## src/rtl/pixel_scan_sequencer_pkg.sv

```systemverilog
// Shared types for the pixel scan sequencer: FSM state encoding and step decode.
// Latency: n/a (types and a pure function only).
// Backpressure: n/a.
package scan_pkg;

   typedef enum logic [1:0] {
      IDLE  = 2'd0,
      ARMED = 2'd1,
      SCAN  = 2'd2,
      DONE  = 2'd3
   } scan_state_t;

   // Wide enough for the largest step (8).
   localparam int STEP_W = 4;

   // Run-time subsample code -> grid stride: 0->1, 1->2, 2->4, 3->8.
   function automatic logic [STEP_W-1:0] step_decode(input logic [1:0] code);
      logic [STEP_W-1:0] stride;
      case (code)
         2'd0:    stride = 4'd1;
         2'd1:    stride = 4'd2;
         2'd2:    stride = 4'd4;
         default: stride = 4'd8;
      endcase
      return stride;
   endfunction

endpackage

```

## src/rtl/pixel_scan_sequencer_trigger.sv

```systemverilog
// Raster trigger: compares vcount/hcount against the programmed position, emits a rising-edge pulse.
// Latency: trig_out is combinational in the first matching cycle; a match held N cycles gives one pulse.
// Backpressure: none; the raster counters free-run.
// Ports: clk_in/rst_in (sync, active-high), hcount_in/vcount_in raster position, trig_out one-cycle pulse.
module raster_trigger_detect #(
   parameter int HCOUNT_W = 10,
   parameter int VCOUNT_W = 11,
   parameter int TRIG_V   = 320,
   parameter int TRIG_H   = 0
) (
   input  logic                clk_in,
   input  logic                rst_in,
   input  logic [HCOUNT_W-1:0] hcount_in,
   input  logic [VCOUNT_W-1:0] vcount_in,
   output logic                trig_out
);

   logic match;
   logic match_q;

   assign match = (vcount_in == VCOUNT_W'(TRIG_V)) && (hcount_in == HCOUNT_W'(TRIG_H));

   always_ff @(posedge clk_in) begin
      if (rst_in) begin
         match_q <= 1'b0;
      end else begin
         match_q <= match;
      end
   end

   assign trig_out = match && !match_q;

endmodule

```

## src/rtl/pixel_scan_sequencer.sv

```systemverilog
// Scan sequencer: arms on a raster position, then walks a subsampled GRID_W x GRID_H grid in raster order.
// Latency: valid_out rises the cycle after the trigger match; one pixel per clock with ready_in held high.
// Backpressure: valid/ready; x/y/last hold until accepted, valid_out is registered (no path from ready_in).
// Ports: clk_in, rst_in (sync, active-high), enable_in, continuous_in, step_in, hcount_in, vcount_in,
//        ready_in; x_out, y_out, valid_out, last_out, blob_trigger_out, frame_done_out, busy_out, overrun_out.
module pixel_scan_sequencer
   import scan_pkg::*;
#(
   parameter int GRID_W   = 48,
   parameter int GRID_H   = 64,
   parameter int HCOUNT_W = 10,
   parameter int VCOUNT_W = 11,
   parameter int TRIG_V   = 320,
   parameter int TRIG_H   = 0,
   localparam int X_W     = $clog2(GRID_W),
   localparam int Y_W     = $clog2(GRID_H)
) (
   input  logic                clk_in,
   input  logic                rst_in,
   input  logic                enable_in,
   input  logic                continuous_in,
   input  logic [1:0]          step_in,
   input  logic [HCOUNT_W-1:0] hcount_in,
   input  logic [VCOUNT_W-1:0] vcount_in,
   input  logic                ready_in,
   output logic [X_W-1:0]      x_out,
   output logic [Y_W-1:0]      y_out,
   output logic                valid_out,
   output logic                last_out,
   output logic                blob_trigger_out,
   output logic                frame_done_out,
   output logic                busy_out,
   output logic                overrun_out
);

   // One extra bit over the coordinate so x+step never wraps back into range;
   // also never narrower than the stride itself.
   localparam int XS_W = (X_W + 1 > STEP_W) ? X_W + 1 : STEP_W;
   localparam int YS_W = (Y_W + 1 > STEP_W) ? Y_W + 1 : STEP_W;

   scan_state_t       state;
   logic [X_W-1:0]    x;
   logic [Y_W-1:0]    y;
   logic [STEP_W-1:0] step;
   logic              valid;
   logic              busy;
   logic              blob;
   logic              done;
   logic              overrun;

   logic              trig;
   logic [XS_W-1:0]   x_sum;
   logic [YS_W-1:0]   y_sum;
   logic              x_end;
   logic              y_end;

   raster_trigger_detect #(
      .HCOUNT_W (HCOUNT_W),
      .VCOUNT_W (VCOUNT_W),
      .TRIG_V   (TRIG_V),
      .TRIG_H   (TRIG_H)
   ) u_trig (
      .clk_in    (clk_in),
      .rst_in    (rst_in),
      .hcount_in (hcount_in),
      .vcount_in (vcount_in),
      .trig_out  (trig)
   );

   assign x_sum = XS_W'(x) + XS_W'(step);
   assign y_sum = YS_W'(y) + YS_W'(step);
   assign x_end = (x_sum >= XS_W'(GRID_W));
   assign y_end = (y_sum >= YS_W'(GRID_H));

   always_ff @(posedge clk_in) begin
      if (rst_in) begin
         state   <= IDLE;
         x       <= '0;
         y       <= '0;
         step    <= STEP_W'(1);
         valid   <= 1'b0;
         busy    <= 1'b0;
         blob    <= 1'b0;
         done    <= 1'b0;
         overrun <= 1'b0;
      end else begin
         blob <= 1'b0;
         done <= 1'b0;
         if (!enable_in) begin
            // Abort from anywhere: no frame_done, overrun history discarded.
            state   <= IDLE;
            x       <= '0;
            y       <= '0;
            valid   <= 1'b0;
            busy    <= 1'b0;
            overrun <= 1'b0;
         end else begin
            case (state)
               IDLE: begin
                  state <= ARMED;
               end
               ARMED: begin
                  if (trig) begin
                     state <= SCAN;
                     valid <= 1'b1;
                     busy  <= 1'b1;
                     blob  <= 1'b1;
                     x     <= '0;
                     y     <= '0;
                     step  <= step_decode(step_in);
                  end
               end
               SCAN: begin
                  if (trig) begin
                     overrun <= 1'b1;
                  end
                  if (valid && ready_in) begin
                     if (x_end) begin
                        x <= '0;
                        if (y_end) begin
                           y     <= '0;
                           state <= DONE;
                           valid <= 1'b0;
                           busy  <= 1'b0;
                           done  <= 1'b1;
                        end else begin
                           y <= y_sum[Y_W-1:0];
                        end
                     end else begin
                        x <= x_sum[X_W-1:0];
                     end
                  end
               end
               DONE: begin
                  x     <= '0;
                  y     <= '0;
                  state <= continuous_in ? ARMED : IDLE;
               end
               default: begin
                  state <= IDLE;
               end
            endcase
         end
      end
   end

   assign x_out            = x;
   assign y_out            = y;
   assign valid_out        = valid;
   // Gated by valid so a wide latched step cannot flag "last" while idle.
   assign last_out         = valid && x_end && y_end;
   assign blob_trigger_out = blob;
   assign frame_done_out   = done;
   assign busy_out         = busy;
   assign overrun_out      = overrun;

endmodule

```

## config.mk

```make
export PLATFORM = sky130hd
export DESIGN_NAME = pixel_scan_sequencer
export DESIGN_NICKNAME = d
export VERILOG_FILES = /design/src/rtl/pixel_scan_sequencer_pkg.sv /design/src/rtl/pixel_scan_sequencer_trigger.sv /design/src/rtl/pixel_scan_sequencer.sv
export SDC_FILE = /design/constraint.sdc
export NUM_CORES = 1
export LEC_CHECK = 0
export ABC_AREA = 0
export ABC_CLOCK_PERIOD_IN_PS = 3200
export BUFFER_PORTS_ARGS = -buffer_cell sky130_fd_sc_hd__clkbuf_2
export CORE_MARGIN = 2
export CORE_UTILIZATION = 50
export CTS_CLUSTER_SIZE = 12
export DETAILED_ROUTE_END_ITERATION = 10
export PLACE_DENSITY = 0.78
export RECOVER_POWER = 50
export SLEW_MARGIN = 20
export SYNTH_ARGS = -nofsm -noshare
export SYNTH_HDL_FRONTEND = slang
export SYNTH_HIERARCHICAL = 1
export SYNTH_SLANG_ARGS = --single-unit
```

## constraint.sdc

```tcl
create_clock -name clk_in -period 3.2 [get_ports clk_in]
set_input_delay 0.16 -clock clk_in [delete_from_list [all_inputs] [get_ports clk_in]]
set_output_delay 0.16 -clock clk_in [all_outputs]
set_load 0.02 [all_outputs]
```

==> impl_metrics.json <==
{
  "status": "completed",
  "path_buf_inv": 2,
  "global_placer_s_final_weighted_congestion": 0.823,
  "grt_start_max_net_pins": 13,
  "use_met2_pct": 34.7,
  "synth.most_common_cell": "sky130_fd_sc_hd__nand2_1",
  "detail-route-antenna-nets": 0,
  "globalRoute.totalOverflow": 0,
  "finClkSkew_ns": 0.00116,
  "seq_power_share_pct": 58.0,
  "clk_pin_slew_ns": 0.13,
  "timing.setup.critical_path_class": "register to primary output",
  "hold_end": "busy_out",
  "static-leakage-power_nw": 0.666,
  "worst-slew-pin-transition_ns": 0.483,
  "start_kind": "register",
  "syn_nets": 214,
  "final_max_slew_viol_count": 0,
  "cts_inserted_buffers": 3,
  "rsz0062_at_grt": "no",
  "syn_area_sq_um": 1460,
  "crit_path_cell_trace": "ha_1 -> inv_1 -> fa_1 -> nor2b_2 -> nor2_1 -> o2bb2ai_2 -> nor2_1 -> nor3_1 -> and2_1 -> clkbuf_2",
  "groute.layer.met3.usage_pct": 2.68,
  "post_synth_most_frequent_cells": "sky130_fd_sc_hd__nand2_1 (27), sky130_fd_sc_hd__dfxtp_1 (23), sky130_fd_sc_hd__nor2_1 (22)",
  "worstRegToRegCells": 8,
  "hold_path_startpoint": "ready_in",
  "timing.fmax_ghz": 0.364,
  "synth-seq-area-share_pct": 31.5,
  "cts_setup_buffers": 0,
  "fp-row-count": 19,
  "wire_length_of_the_first_global_routing_pass_um": 5120,
  "power_density_nw_per_um2": 295,
  "tritoncts": "yes",
  "synth.area.top_cells": "sky130_fd_sc_hd__dfxtp_1 (32%), sky130_fd_sc_hd__ha_1 (10%), sky130_fd_sc_hd__nand2_1 (6.9%)",
  "worst_setup_path_end_kind": "primary output",
  "die-height_um": 58.1,
  "holdPathStages": 2,
  "crit_path_max_incr_delay_ns": 0.42,
  "chipWidth_um": 58.1,
  "maxSlewHeadroom_pct": 67.6,
  "antenna_cells_inserted": 0,
  "numPortBuffers": 45,
  "p_sw_w": 0.000134,
  "tritoncts_num_sinks": 23,
  "power.combinational.fraction_pct": 15.2,
  "dr_total_vias": 1376,
  "vias_per_cell": 5.53,
  "initial_cell_density_of_the_core_pct": 53.0,
  "timing.critical_path.max_delay_family": "simple AND/OR/NAND/NOR gates",
  "fillCellCount": 256,
  "drt_iter0_markers": 32,
  "ys_warn_count": 6,
  "maxCapViolCount": 0,
  "initial_antenna_violation_count": 0,
  "cts-htree-levels": 1,
  "ctsHoldBuffers": 0,
  "synth_cells": 172,
  "fraction_of_power_spent_switching_nets_pct": 26.6,
  "clock_insertion_delay_worst_skew_ns": 0.30,
  "die_outline_area_sq_um": 3370,
  "fraction_of_registers_with_async_set_reset_pct": 0,
  "io_pins": 46,
  "synthToLayoutAreaGrowth_pct": 17.4,
  "final_min_period_over_clock_period_pct": 85.8,
  "dominantRegCellSynth": "sky130_fd_sc_hd__dfxtp_1",
  "cts_root_buffer": "sky130_fd_sc_hd__clkbuf_4",
  "hp-class": "input pin to register",
  "finalSetupViolations": 0,
  "grt.total_usage_pct": 19.4,
  "number_of_drc_violations_after_detailed_routing": 0,
  "grt_use_met1_pct": 24.4,
  "detail_route.wirelength_um": 3080,
  "routed_wire_length_per_instance_um": 12.4,
  "worst_ir_drop_vdd_mv": 0.207,
  "r2r_setup_slack_ns": 0.55,
  "crit_required_ns": 3.04,
  "netlist-cell-type-count": 47,
  "regToRegEndpoint": "y_out[4]",
  "detailed_place_hpwl_um": 2590,
  "cts_resized": 0,
  "critical_path_peak_fanout": 4,
  "final.min_clock_period_ns": 2.74,
  "core_area_sq_um": 2760,
  "path_common_cell": "sky130_fd_sc_hd__nor2_1",
  "layout.nets": 261,
  "critical_path_arrival_ns": 2.58,
  "synthesis.area_per_instance_sq_um": 8.50,
  "timing.hold.ws_ns": 0.0896,
  "gr-max-usage-layer": "met2",
  "layout-drive-gt1-share_pct": 19.7,
  "netlist.area_leader.share_pct": 31.5,
  "power.internal_w": 0.000371,
  "finalHoldViolCount": 0,
  "first_pass_iters": 4,
  "number_of_global_route_vias_before_repair": 1245,
  "cts_max_path_bufs": 2,
  "synthDominantAreaCellType": "sky130_fd_sc_hd__dfxtp_1",
  "setup_total_negative_slack_ns": 0,
  "pwr-share-clk_pct": 26.8,
  "crit_path_top_delay_cell": "sky130_fd_sc_hd__fa_1",
  "r2r_start": "u_trig/match_q",
  "synth_edf_count": 0,
  "synth.ff_latch_count": 23
}
-- kinds of logic (layout without fill, tap and decap cells) --
| kind of cell | Yosys count | in the layout | synth area share [%] |
|---|---|---|---|
| AND/OR/NAND/NOR | 85 | 85 | 29.3 |
| multiplexers | 5 | 5 | 3.42 |
| adder cells (fa/ha/maj) | 14 | 14 | 13.0 |
| AO/OA/AOI/OAI | 30 | 30 | 16.7 |
| XOR/XNOR | 5 | 5 | 3.00 |
| flip-flops | 23 | 23 | 31.5 |
| buffers and inverters | 10 | 56 | 3.08 |
-- stage by stage --
stage	cell area (sq um)	util (%)	cells	power, W	worst slack, ns
6_report	1720	62.2	249	0.000505	0.456
2_1_floorplan	1460	-	172	0.000349	0.918
3_3_place_gp	1710	62.0	245	0.000376	0.618
5_1_grt	1720	62.2	249	0.000537	0.262
3_5_place_dp	1710	62.0	245	0.000377	0.530
4_1_cts	1740	63.0	249	0.000513	0.431
-- cells in the final DEF (no fill, tap or decap), types with 3 or more instances in the layout --
cell,n
sky130_fd_sc_hd__clkbuf_2,28
sky130_fd_sc_hd__nand2_1,27
sky130_fd_sc_hd__dfxtp_1,23
sky130_fd_sc_hd__nor2_1,22
sky130_fd_sc_hd__clkbuf_1,18
sky130_fd_sc_hd__ha_1,12
sky130_fd_sc_hd__a21oi_1,11
sky130_fd_sc_hd__nor3_1,7
sky130_fd_sc_hd__inv_1,6
sky130_fd_sc_hd__mux2i_1,5
sky130_fd_sc_hd__nor2b_1,4
sky130_fd_sc_hd__nand3_1,4
sky130_fd_sc_hd__and2_1,3
sky130_fd_sc_hd__xor2_1,3
sky130_fd_sc_hd__clkbuf_4,3
sky130_fd_sc_hd__nor4_1,3
-- worst max-delay path by stage --
stage / from / endpoint / slack (ns) / cells past startpoint
global placement: hcount_in[9] / y_out[4] / 0.62 / 9
finish: step[0] / last_out / 0.46 / 10
detailed placement: hcount_in[9] / y_out[4] / 0.53 / 9
global route: step[0] / last_out / 0.26 / 10
floorplan: x_out[0] / y_out[4] / 0.92 / 9
CTS: step[0] / last_out / 0.43 / 10
-- worst reg2reg max path: cells and delay by family (launching register included) --
family	cells	cell delay, ns
simple gates	6	1.85
compound gates	2	0.39
flops	1	0.32
-- per-layer routing --
layer  wire, um  up-vias
met4         36        0
met3        157        4
met5          0        -
li1           -      703
met1       1410      627
met2       1470       42
-- layout make-up --
cell class | count | area, sq um | share of cell area [%]
tap | 31 | 38.8 | 2.26
inverter | 6 | 22.5 | 1.31
sequential | 23 | 460 | 26.8
multi-input combinational | 139 | 956 | 55.7
clock buffer | 4 | 26.3 | 1.53
timing repair buffer | 46 | 211 | 12.3
-- power by group through the flow --
stage	registers, W	logic, W	clock network (W)
2_1_floorplan	0.000300	0.0000484	0
3_3_place_gp	0.000299	0.0000761	0
3_5_place_dp	0.000300	0.0000775	0
4_1_cts	0.000293	0.0000776	0.000142
5_1_grt	0.000294	0.0000855	0.000158
6_report	0.000293	0.0000766	0.000136
-- registers in the layout, indices dropped and copies added, names as in the netlist --
register	flops
busy_out	1
x_out	6
step	4
frame_done_out	1
overrun_out	1
blob_trigger_out	1
u_trig/match_q	1
y_out	6
state	2
No activity file was read; power rests on OpenSTA's default activity.
